--- src/rtl/ped_signal_ctrl_pkg.sv ---
// Shared types and default timing for the vehicle and pedestrian controllers.
// Both controllers take their phase lengths from here so red time stays consistent.
package ped_signal_ctrl_pkg;

   typedef enum logic [1:0] {
      VEH_GREEN,
      VEH_YELLOW,
      VEH_RED
   } veh_light_t;

   typedef enum logic [1:0] {
      DONT_WALK,
      WALK,
      FLASH
   } ped_state_t;

   localparam int GREEN_TIME     = 10;
   localparam int YELLOW_TIME    = 3;
   localparam int RED_TIME       = 7;
   localparam int WALK_TIME_DEF  = 3;
   localparam int FLASH_TIME_DEF = 3;
   localparam int DEBOUNCE_DEF   = 3;
   localparam int CNT_W_DEF      = 4;

   function automatic logic one_hot3(input logic [2:0] v);
      return (v == 3'b001) || (v == 3'b010) || (v == 3'b100);
   endfunction

endpackage

--- src/rtl/ped_signal_ctrl_debounce.sv ---
// Push-button synchronizer and debouncer.
// flip_o marks the cycle whose closing edge toggles the debounced level.
module btn_debounce #(
   parameter int DEBOUNCE = 3
) (
   input  logic clk,
   input  logic rst,
   input  logic btn,
   output logic level_o,
   output logic flip_o
);

   localparam int DW = (DEBOUNCE > 1) ? $clog2(DEBOUNCE) : 1;

   logic          sync1_q;
   logic          sync2_q;
   logic          level_q;
   logic          level_d;
   logic [DW-1:0] cnt_q;
   logic [DW-1:0] cnt_d;

   always_ff @(posedge clk or posedge rst) begin
      if (rst) begin
         sync1_q <= 1'b0;
         sync2_q <= 1'b0;
         level_q <= 1'b0;
         cnt_q   <= '0;
      end else begin
         sync1_q <= btn;
         sync2_q <= sync1_q;
         level_q <= level_d;
         cnt_q   <= cnt_d;
      end
   end

   // Count consecutive samples that disagree with the current level.
   always_comb begin
      level_d = level_q;
      cnt_d   = '0;
      flip_o  = 1'b0;
      if (sync2_q != level_q) begin
         if (cnt_q == DW'(DEBOUNCE - 1)) begin
            flip_o  = 1'b1;
            level_d = ~level_q;
         end else begin
            cnt_d = cnt_q + 1'b1;
         end
      end
   end

   assign level_o = level_q;

endmodule

--- src/rtl/ped_signal_ctrl.sv ---
// Pedestrian crossing controller slaved to the vehicle light controller.
// Walk is granted only inside a vehicle red phase; any inconsistency forces don't-walk.
module ped_signal_ctrl
   import ped_signal_ctrl_pkg::*;
#(
   parameter int WALK_TIME  = WALK_TIME_DEF,
   parameter int FLASH_TIME = FLASH_TIME_DEF,
   parameter int DEBOUNCE   = DEBOUNCE_DEF,
   parameter int CNT_W      = CNT_W_DEF
) (
   input  logic             clk,
   input  logic             rst,
   input  logic             green_in,
   input  logic             yellow_in,
   input  logic             red_in,
   input  logic             btn,
   output logic             walk,
   output logic             dont_walk,
   output logic             flash,
   output logic             req_pending,
   output logic [CNT_W-1:0] countdown,
   output logic             fault
);

   ped_state_t       state_q, state_d;
   logic [CNT_W-1:0] cnt_q, cnt_d;
   logic             req_q, req_d;
   logic             red_prev_q;
   logic             blink_q, blink_d;
   logic             fault_q, fault_d;

   logic deb_level;
   logic deb_flip;
   logic deb_rise;
   logic red_rise;
   logic fault_cond;

   btn_debounce #(
      .DEBOUNCE(DEBOUNCE)
   ) u_debounce (
      .clk    (clk),
      .rst    (rst),
      .btn    (btn),
      .level_o(deb_level),
      .flip_o (deb_flip)
   );

   assign deb_rise   = deb_flip & ~deb_level;
   assign red_rise   = red_in & ~red_prev_q;
   assign fault_cond = ((state_q != DONT_WALK) & ~red_in) |
                       ~one_hot3({green_in, yellow_in, red_in});

   always_ff @(posedge clk or posedge rst) begin
      if (rst) begin
         state_q    <= DONT_WALK;
         cnt_q      <= '0;
         req_q      <= 1'b0;
         red_prev_q <= 1'b1;
         blink_q    <= 1'b0;
         fault_q    <= 1'b0;
      end else begin
         state_q    <= state_d;
         cnt_q      <= cnt_d;
         req_q      <= req_d;
         red_prev_q <= red_in;
         blink_q    <= blink_d;
         fault_q    <= fault_d;
      end
   end

   always_comb begin
      state_d = state_q;
      cnt_d   = cnt_q;
      req_d   = req_q;
      blink_d = blink_q;
      fault_d = 1'b0;
      if (deb_rise && state_q != WALK) begin
         req_d = 1'b1;
      end
      if (fault_cond) begin
         state_d = DONT_WALK;
         cnt_d   = '0;
         fault_d = 1'b1;
      end else begin
         unique case (state_q)
            DONT_WALK: begin
               // registered request only: a same-edge press waits for next red
               if (red_rise && req_q) begin
                  state_d = WALK;
                  cnt_d   = CNT_W'(WALK_TIME - 1);
                  req_d   = 1'b0;
               end
            end
            WALK: begin
               if (cnt_q == '0) begin
                  state_d = FLASH;
                  cnt_d   = CNT_W'(FLASH_TIME - 1);
                  blink_d = 1'b1;
               end else begin
                  cnt_d = cnt_q - 1'b1;
               end
            end
            FLASH: begin
               blink_d = ~blink_q;
               if (cnt_q == '0) begin
                  state_d = DONT_WALK;
               end else begin
                  cnt_d = cnt_q - 1'b1;
               end
            end
            default: begin
               state_d = DONT_WALK;
               cnt_d   = '0;
            end
         endcase
      end
   end

   assign walk        = (state_q == WALK) & red_in;
   assign flash       = (state_q == FLASH);
   assign dont_walk   = (state_q == FLASH) ? blink_q : (state_q != WALK);
   assign req_pending = req_q;
   assign countdown   = flash ? cnt_q + 1'b1 : '0;
   assign fault       = fault_q;

endmodule

--- config.mk ---
export PLATFORM = sky130hd
export DESIGN_NAME = ped_signal_ctrl
export DESIGN_NICKNAME = d
export VERILOG_FILES = /design/src/rtl/ped_signal_ctrl_pkg.sv /design/src/rtl/ped_signal_ctrl_debounce.sv /design/src/rtl/ped_signal_ctrl.sv
export SDC_FILE = /design/constraint.sdc
export NUM_CORES = 1
export LEC_CHECK = 0
export CAP_MARGIN = 10
export CORE_UTILIZATION = 51
export CTS_CLUSTER_DIAMETER = 50
export CTS_CLUSTER_SIZE = 8
export DETAILED_ROUTE_END_ITERATION = 8
export PLACE_DENSITY = 0.76
export SYNTH_ARGS = -nofsm -noshare
export SYNTH_HDL_FRONTEND = slang
export SYNTH_SLANG_ARGS = --single-unit
--- constraint.sdc ---
create_clock -name clk -period 2.6 [get_ports clk]
set_clock_uncertainty 0.15 [all_clocks]
set_input_delay 0.39 -clock clk [delete_from_list [all_inputs] [get_ports clk]]
set_output_delay 0.39 -clock clk [all_outputs]
set_load 0.02 [all_outputs]
* Word-level counts from Yosys, hierarchy flattened
Cells that the tools add are included.
** Word-level totals
- Flip-flop bits (word level) :: 15
- Latch bits :: 0
- Bits in writable memories :: 0
- ROM bits :: 0
- Input port bits :: 6
- Output and inout port bits :: 9
- Word-level logic and storage cells :: 72
- Memories kept :: 0
** Operators by class
- Add/sub/neg operators :: 3
- $mul :: 0
- Divide/modulo/power cells :: 0
- Order comparisons :: 0
- Equality and inequality tests :: 13
- Shift-type cells :: 0
- Muxes and demuxes :: 23
- Bitwise gates (word level) :: 11
- Reductions and logical operators :: 12
** Operator list (number)
- $mux 4 :: 5
- $mux 2 :: 6
- $pmux 4 s3 :: 1
- $mux 1 :: 9
- $ne 3x3->1 const B :: 3
- $not 1->1 :: 6
- $pmux 2 s3 :: 1
- $reduce_and 3->1 :: 2
- $add 4x1->4 const B :: 1
- $and 1x1->1 :: 4
- $eq 2x2->1 const B :: 2
- $logic_not 4->1 :: 1
- $reduce_and 2->1 :: 2
- $reduce_bool 2->1 :: 2
- $sub 4x1->4 const B :: 1
- $eq 3x1->1 const B :: 1
- $eq 3x2->1 const B :: 1
- $eq 3x3->1 const B :: 1
- $ne 3x1->1 const B :: 1
- $add 2x1->2 const B :: 1
- $eq 2x1->1 const B :: 1
- $logic_and 1x1->1 :: 2
- $logic_not 2->1 :: 1
- $logic_or 1x1->1 :: 2
- other kinds (5) :: 5

* Longest topological paths before layout
Gate-level depths: netlist (run 1).
- Depth after elaboration :: 9
- Gate-level depth with buffers :: 7
- Depth with buffers taken out :: 6

* By module
Synthesis (run 1) repeated with hierarchy kept, for this count alone.
** Unflattened totals
- Cells, all modules :: 86
- Area, all modules :: 889.6 um^2
** By module, submodules not included
- ped_signal_ctrl :: times used 1, cells an instance 74, area an instance 704.4 um^2, sequential area each 251.5 um^2
- btn_debounce :: times used 1, cells an instance 12, area an instance 185.2 um^2, sequential area each 125.1 um^2

* Worst setup path before layout (run 1)
OpenSTA, ideal clock, no wires.
- Path kind :: register to output
- Start point :: reg state_q[0]
- End point :: out dont_walk
- Arrival time :: 1446 ps
- Required time :: 2060 ps
- Path slack :: 614 ps
- Cell stages (with the launch flop) :: 5
- Path buffers :: 1
- Cell sequence :: dfrtp_1 > inv_1 > ha_1 > clkbuf_1 > o21ai_0
** On the way
- Cells in the longest elaborated chain, start to end :: 2
- Elaborated cells between the ends (all ways) :: 3
- Those cells by class :: eq/ne (2); mux (1)
** RTL lines
- from (decl) :: RTL line ped_signal_ctrl.sv:25 : ped_state_t state_q, state_d;
- from (signal assigned) :: RTL line ped_signal_ctrl.sv:62 : state_q <= state_d;
- $eq 2x2->1
- named net flash :: RTL line ped_signal_ctrl.sv:19 : output logic flash,
- $mux 1 :: RTL line ped_signal_ctrl.sv:121 : assign dont_walk = (state_q == FLASH) ? blink_q : (state_q != WALK);
- to (decl) :: RTL line ped_signal_ctrl.sv:18 : output logic dont_walk,
The timed path passes the listed nets, and every way through them passes these cells.

* Worst setup path in the final report (run 1)
- Start point :: reg state_q[0]
- End point :: out dont_walk
** On the way
- Cells in the longest elaborated chain, start to end :: 2
- Elaborated cells between the ends (all ways) :: 3
- Those cells by class :: eq/ne (2); mux (1)
** RTL lines (RTL line)
- $ne 2x1->1 / $eq 2x2->1 (equally long branches) :: ped_signal_ctrl.sv:121
- $mux 1 * :: ped_signal_ctrl.sv:121
Every way passes the cells marked *; elsewhere a longest branch is shown, timed or not.

==> results of run 1 <==
-- registers in the layout, indices dropped and copies added, names as in the netlist --
| signal | count |
|---|---|
| blink_q | 1 |
| u_debounce.level_o | 1 |
| req_pending | 1 |
| red_prev_q | 1 |
| u_debounce.sync2_q | 1 |
| u_debounce.sync1_q | 1 |
| u_debounce.cnt_q | 2 |
| cnt_q | 4 |
| fault | 1 |
| state_q | 2 |
-- layer usage --
| layer | GRT usage (%) | wire (microns) | up-vias |
|---|---|---|---|
| met5 | 0 | 0 | - |
| met3 | 2.50 | 48 | 4 |
| met4 | 9.09 | 25 | 0 |
| met1 | 23.5 | 738 | 329 |
| met2 | 33.4 | 807 | 19 |
| li1 | - | - | 336 |
-- final cells by class --
cell class                      count  area [sq um]
Clock buffer                        4          26.3
Fill cell                         137           505
Inverter                            7          26.3
Multi-Input combinational cell     65           482
Sequential cell                    15           377
Tap cell                           16          20.0
Timing Repair Buffer               14           140
-- synthesized netlist by cell type, types with 3 or more instances --
cell / n
nor3b_1: 5
nor2_1: 9
and2_1: 4
nand2_1: 5
dfrtp_1: 14
nor2b_1: 3
ha_1: 7
nor3_1: 4
inv_1: 7
a21oi_1: 4
-- path summary, 6_finish.rpt --
check / to / slack (ns) / cells after the start
min in group asynchronous: u_debounce.cnt_q[0] / 0.30 / 2
max in group asynchronous: red_prev_q / 1.63 / 2
worst max register to register: blink_q / 0.48 / 5
worst min register to register: u_debounce.sync2_q / 0.22 / 0
worst max-delay path: dont_walk / 0.13 / 5
worst min-delay path: u_debounce.sync2_q / 0.22 / 0
-- where the power goes --
part / switching [mW] / internal, mW / leakage, nW
clock: 0.0778 / 0.0595 / 0.0150
sequential: 0.0373 / 0.278 / 0.189
combinational: 0.0962 / 0.0999 / 0.265
total: 0.211 / 0.438 / 0.468
-- per-stage QoR --
| step | total power, mW | worst slack (ns) | std cells | instance area [sq um] |
|---|---|---|---|---|
| global placement | 0.509 | 0.341 | 117 | 1040 |
| finish | 0.649 | 0.134 | 121 | 1070 |
| detailed placement | 0.518 | 0.268 | 117 | 1040 |
| floorplan | 0.453 | 0.614 | 90 | 895 |
| global route | 0.685 | 0.0124 | 121 | 1070 |
| CTS | 0.653 | 0.0134 | 121 | 1070 |
-- kinds of logic (layout without fill, tap and decap cells) --
| logic type | after synthesis | in the layout | share of synthesized area [%] |
|---|---|---|---|
| flip-flops | 15 | 15 | 42.1 |
| AO/OA/AOI/OAI | 15 | 15 | 12.0 |
| adder cells (fa/ha/maj) | 7 | 7 | 9.79 |
| XOR/XNOR | 4 | 4 | 3.92 |
| buffers and inverters | 10 | 25 | 4.34 |
| AND/OR/NAND/NOR | 35 | 35 | 23.1 |
| multiplexers | 4 | 4 | 4.76 |
==> impl_metrics.tcl, run 1 <==
set metrics [dict create \
    rows 14 \
    dominantRegCellSynth "dfrtp_1" \
    fp.dieH_microns 43.9 \
    grt_max_degree 16 \
    power_leakage_nw 0.468 \
    cp_top_family "buffers and inverters" \
    cts_resized 0 \
    max-vdd-ir-drop_mv 0.368 \
    clk_latency_ns 0.28 \
    syn2layout_area_growth_pct 19.7 \
    fin_crit_sh_pct 94.9 \
    path_class "reg2out" \
    violations "DRC" \
    hold_viol_final 0 \
    async_reset_ff_share_pct 100 \
    setup.worst_path.start "state_q[0]" \
    grt_pass1_wl_mm 2.68 \
    via_per_inst 5.69 \
    powerDensity_nw_per_um2 606 \
    via_count 688 \
    wl_per_cell_microns 13.4 \
    grt_pass1_vias 622 \
    critical_path_buf_inv_count 2 \
    ios 15 \
    ys_seq_area_share_pct 42.1 \
    cp.required_ns 2.06 \
    synth_cells 90 \
    setup.worst_path.start_class "flop" \
    cp-end-kind "output pin" \
    ant_nets 0 \
    cp_slowest_cell "clkdlybuf4s50_1" \
    fmax_mhz 405 \
    drc_errors 1 \
    numPortBuffers 14 \
    run_status "finished, violations left" \
    ys_warn_count 0 \
    clockRootBuffer "clkbuf_4" \
    final_nets 119 \
    synthTopCellsByArea "dfrtp_1 (39%), ha_1 (9.8%), nor3b_1 (4.2%)" \
    worst_pin_slew_ns 0.560 \
    synth_top_area_share_pct 39.2 \
    hold_class "reg2reg" \
    overflow 0 \
    cap_violations 0 \
    coreArea_sq_um 1580 \
    min_from "u_debounce.sync1_q" \
    cts_setup_buffers 0 \
    syn_nets 103 \
    cts_buffers 3 \
    rsz0062_at_grt "false" \
    finalSetupViolCount 0 \
    critPathMaxStageDelay_ns 0.63 \
    start_util_pct 56.7 \
    clk_pin_slew_worst_paths_ns 0.09 \
    cp_cell_sequence "inv_1 > ha_2 > nand2_1 > o21ai_0 > clkdlybuf4s50_1" \
    hold-worst-slack_ns 0.220 \
    grt_antenna_before_repair 0 \
    die_area_sq_um 1930 \
    worstPathArrival_ns 1.93 \
    layout_common_cells "dfrtp_1 (14), clkdlybuf4s50_1 (14), nor2_1 (9)" \
    cts.path.max_buffers 2 \
    relSlewSlack_pct 62.6 \
    path_max_fanout 12 \
    drtIter0Drc 12 \
    cts.sinks 15 \
    period_minus_slack_ns 2.47 \
    yosysTopAreaCell "dfrtp_1" \
    drive_gt1_share_pct 8.57 \
    gp_congestion 0.730 \
    hpwl_mm 1.20 \
    tritoncts "built" \
    ctsHoldBuffers 0 \
    final_util_pct 67.9 \
    dieWidth_microns 43.9 \
    synth_seq_cells 15 \
    synth_edf_count 0 \
    totalWireLength_mm 1.62 \
    synth_area_sq_um 895 \
    num_antenna_cells 0 \
    htreeDepth 1 \
    ys_types 33 \
    slew_viol_final 0 \
    syn_avg_cell_area_sq_um 9.94 \
    firstDrtPassIters 9 \
    tns_ns 0 \
    rr_startpoint "state_q[0]" \
    grt_usage_pct 19.3 \
]
Note: power is estimated with default switching activity, not from simulation.
==> run 2, diff against run 1 <==
- CTS_CLUSTER_SIZE: 8 -> 28
==> results of run 2 <==
Same layout as run 1: the final DEF is identical, and so are final timing and power.
